## src/rtl/mux_sel_arb.sv

```systemverilog
// mux_sel_arb: two-requester round-robin arbiter driving a registered 2:1 mux select with burst limit.
// Optional ARB_FIXED_PRI_EN: fixed A-over-B priority, no burst limit.
module mux_sel_arb #(
  parameter int BURST = 4
) (
  input  logic CLK,
  input  logic RST,
  input  logic REQ_A,
  input  logic REQ_B,
  output logic GNT_A,
  output logic GNT_B,
  output logic SEL,
  output logic SWITCH,
  output logic BUSY
);
  typedef enum logic [1:0] {IDLE, GRANT_A, GRANT_B} state_t;
  state_t state, nxt;
  logic [7:0] cnt, cnt_nxt;
  logic last, last_nxt;
  logic sel_nxt;
`ifdef ARB_FIXED_PRI_EN
  always_comb begin
    nxt = REQ_A ? GRANT_A : REQ_B ? GRANT_B : IDLE;
    cnt_nxt = cnt;
    last_nxt = last;
    sel_nxt = nxt == GRANT_A ? 1'b0 : nxt == GRANT_B ? 1'b1 : SEL;
  end
`else
  logic wrap, enter;
  assign wrap = cnt == 8'(BURST - 1);
  // last: 0 = A served last, 1 = B served last
  always_comb begin
    nxt = IDLE;
    case (state)
      IDLE:    nxt = (REQ_A && REQ_B) ? (last ? GRANT_A : GRANT_B) :
                     REQ_A ? GRANT_A : REQ_B ? GRANT_B : IDLE;
      GRANT_A: nxt = !REQ_A ? (REQ_B ? GRANT_B : IDLE) : (REQ_B && wrap) ? GRANT_B : GRANT_A;
      GRANT_B: nxt = !REQ_B ? (REQ_A ? GRANT_A : IDLE) : (REQ_A && wrap) ? GRANT_A : GRANT_B;
      default: nxt = IDLE;
    endcase
    enter = nxt != state && nxt != IDLE;
    cnt_nxt = enter ? 8'd0 : nxt == IDLE ? cnt : wrap ? 8'd0 : cnt + 8'd1;
    last_nxt = enter ? (nxt == GRANT_B) : last;
    sel_nxt = nxt == GRANT_A ? 1'b0 : nxt == GRANT_B ? 1'b1 : SEL;
  end
`endif
  always_ff @(posedge CLK or posedge RST) begin
    if (RST) begin
      state  <= IDLE;
      GNT_A  <= 1'b0;
      GNT_B  <= 1'b0;
      SEL    <= 1'b0;
      SWITCH <= 1'b0;
      BUSY   <= 1'b0;
      cnt    <= 8'd0;
      last   <= 1'b1;
    end else begin
      state  <= nxt;
      GNT_A  <= nxt == GRANT_A;
      GNT_B  <= nxt == GRANT_B;
      SEL    <= sel_nxt;
      SWITCH <= sel_nxt != SEL;
      BUSY   <= nxt != IDLE;
      cnt    <= cnt_nxt;
      last   <= last_nxt;
    end
  end
endmodule

```

## config.mk

```make
export PLATFORM = sky130hd
export DESIGN_NAME = mux_sel_arb
export DESIGN_NICKNAME = d
export VERILOG_FILES = /design/src/rtl/mux_sel_arb.sv
export SDC_FILE = /design/constraint.sdc
export NUM_CORES = 1
export LEC_CHECK = 0
export BUFFER_PORTS_ARGS = -buffer_cell sky130_fd_sc_hd__buf_4
export CORE_UTILIZATION = 45
export DETAILED_ROUTE_END_ITERATION = 8
export PLACE_DENSITY_LB_ADDON = 0.1
export REMOVE_ABC_BUFFERS = 1
export SLEW_MARGIN = 10
export SYNTH_ARGS = -nofsm -noshare
export SYNTH_HDL_FRONTEND = slang
export SYNTH_SLANG_ARGS = --single-unit
```

## constraint.sdc

```tcl
create_clock -name CLK -period 2.6 [get_ports CLK]
set_input_delay 0.52 -clock CLK [delete_from_list [all_inputs] [get_ports CLK]]
set_output_delay 0.52 -clock CLK [all_outputs]
set_load 0.02 [all_outputs]
```

==> results.py <==
metrics = {
    "outcome": {
        "status": "finished, final reports clean",
    },
    "sta": {
        "tightest_slew_ns": 0.589,
        "min_period_ns": 1.77,
        "relSlewSlack": 0.607,
        "finalSetupTns_ns": 0,
        "grt_setup_unrepaired": "no",
        "hold_violations": 0,
        "period_share": 0.682,
        "setup_violations": 0,
        "finClkSkew_ns": 0.00493,
        "drv_slew": 0,
        "layout_setup_ws_ns": 0.826,
        "max_freq_ghz": 0.564,
    },
    "worst_setup_path": {
        "worst_path_largest_cell_delay_ns": 0.44,
        "startpoint": "cnt[0]",
        "worstPathMaxFanout": 9,
        "endpoint_kind": "flop",
        "cp.arrival_ns": 1.95,
        "start_kind": "flop",
        "r2r-start": "cnt[0]",
        "reg2reg_depth": 5,
        "cp_cell_sequence": "ha_1 > nor4b_4 > a22oi_4 > a21o_1 > a22o_1",
        "critical_path_class": "flop to flop",
        "crit_path_top_delay_cell": "nor4b_4",
        "required_ns": 2.78,
    },
    "cells_and_area": {
        "n_antenna_cell": 0,
        "drive_above_1_share": 0.210,
        "final_cells": 125,
        "area_delta_synth_final_pct": 11.1,
        "final_common_cell": "dfrtp_1",
        "final_cell_mix": "15 x dfrtp_1, 8 x nand2_1, 8 x buf_4",
        "post-route-util": 0.551,
        "n_fill_cell": 182,
        "final_nets": 106,
    },
    "logic_synthesis": {
        "synth_cells": 90,
        "yosysWarnings": 0,
        "synth-seq-cells": 16,
        "async_flop_share": 1.00,
        "avgSynthCellArea_um2": 9.93,
        "synth_seq_area_share": 0.450,
        "synth_ff_type": "dfrtp_1",
        "syn_area_um2": 893,
        "synth-edff-count": 0,
        "synth.distinct_cells": 40,
    },
    "floorplanning": {
        "ios": 9,
        "start_util": 0.496,
        "fp-row-count": 15,
        "chipHeight_um": 46.6,
        "die_w_um": 46.6,
        "coreArea_mm2": 0.00180,
        "die_area_mm2": 0.00217,
    },
    "clock_network": {
        "cts_buffers": 3,
        "clock_latency_ns": 0.28,
        "path_clk_slew_ns": 0.09,
        "cts_tree": "yes",
        "clock_path_buffers": 2,
        "clockRootBuffer": "clkbuf_4",
        "cts_max_level": 1,
        "cts.sinks": 16,
        "hold_buffers": 0,
        "cts_resized": 0,
        "cts_setup_buffers": 0,
    },
    "global_routing": {
        "grt_pass1_wl_mm": 2.72,
        "grt_overflow_total": 0,
        "grtUsageTotal": 0.176,
        "antenna_found_initial": 0,
        "grt_pass1_vias": 607,
        "grt_max_degree": 17,
    },
    "placement": {
        "place_congestion": 0.799,
        "dp_cells": 121,
        "io_buffers": 8,
        "dp_hpwl_mm": 1.21,
        "place_ws_ns": 0.849,
    },
    "route": {
        "vias_per_cell": 5.58,
        "routed_wl_mm": 1.59,
        "wl_per_cell_um": 12.7,
        "drc_errors": 0,
        "drt_iter0_markers": 14,
        "dr.pass1.iters": 4,
        "postRouteAntennaNets": 0,
        "dr_total_vias": 697,
    },
    "power": {
        "finalPower_mw": 0.681,
        "leakage_nw": 0.436,
        "vdd_drop_max_mv": 0.357,
        "powerDensity_mw_per_mm2": 687,
    },
    "hold_path": {
        "hold_path_class": "input pin to asynchronous set/reset pin",
    },
    "flow_run": {
        "maxCapViolCount": 0,
    },
}
[stage by stage]
stage          area [um2]  hold WS (ns)
2_1_floorplan         875         0.433
3_3_place_gp          966         0.510
3_5_place_dp          966         0.529
4_1_cts               992         0.323
5_1_grt               992         0.343
6_report              992         0.291
[Yosys cell counts, drive strengths merged, types with 2 or more instances]
library cell	n	area, um2
buf	2	18.8
a21boi	2	15.0
nor3	2	15.0
and3	4	27.5
nand2	8	30.0
o21a	3	22.5
nand3	5	25.0
nor2b	2	12.5
a22o	2	18.8
o21ai	6	33.8
dfrtp	15	375
a22oi	2	28.8
a31oi	3	18.8
inv	7	26.3
nor2	5	18.8
o22ai	2	12.5
o211ai	2	15.0
nand3b	2	15.0
a21oi	3	15.0
[layout make-up]
class | instances | area, um2 | area share
clock buffer | 4 | 26.3 | 0.0265
inverter | 7 | 26.3 | 0.0265
multi-input combinational | 65 | 447 | 0.450
sequential | 16 | 402 | 0.405
tap | 25 | 31.3 | 0.0315
timing repair buffer | 8 | 60.1 | 0.0605
[report_power, final]
group / switching [mW] / internal [mW] / total (mW)
Sequential: 0.0336 / 0.296 / 0.329
Clock: 0.0762 / 0.0596 / 0.136
Combinational: 0.120 / 0.0965 / 0.216
Total: 0.230 / 0.452 / 0.681
[layer usage]
| layer | track usage | wire length (um) | up-vias |
|---|---|---|---|
| met1 | 0.269 | 859 | 329 |
| li1 | - | - | 353 |
| met3 | 0.0353 | 52 | 4 |
| met5 | 0 | 0 | - |
| met4 | 0.0529 | 13 | 0 |
| met2 | 0.244 | 662 | 11 |
[flip-flops by register name (all words and copies together) (netlist names)]
register  count
cnt           8
GNT_B         1
SWITCH        1
state         2
last          1
GNT_A         1
SEL           1
BUSY          1
[logic make-up after synthesis]
| kind of cell | count (synthesis) | synth area share |
|---|---|---|
| and+or+nand+nor | 33 | 0.223 |
| AOI/OAI and AO/OA | 29 | 0.240 |
| DFF | 16 | 0.450 |
| buffers and inverters | 9 | 0.0504 |
| muxes | 2 | 0.0238 |
| adders and majority gates | 1 | 0.0140 |
[worst max-delay path, delay by kind of cell (launching register included)]
family,cells,cell delay (ns)
AO/OA/AOI/OAI,3,0.61
AND/OR/NAND/NOR,1,0.44
flip-flops,1,0.38
adder cells (fa/ha/maj),1,0.23
[path summary, 6_finish.rpt]
path	endpoint	slack (ns)
max in group asynchronous	cnt[7]	1.92
min in group CLK	last	0.55
worst max register to register	cnt[4]	0.83
worst max-delay path	cnt[4]	0.83
worst min-delay path	cnt[2]	0.29
worst min register to register	cnt[1]	0.55
Power figures use the tool's default switching activity.
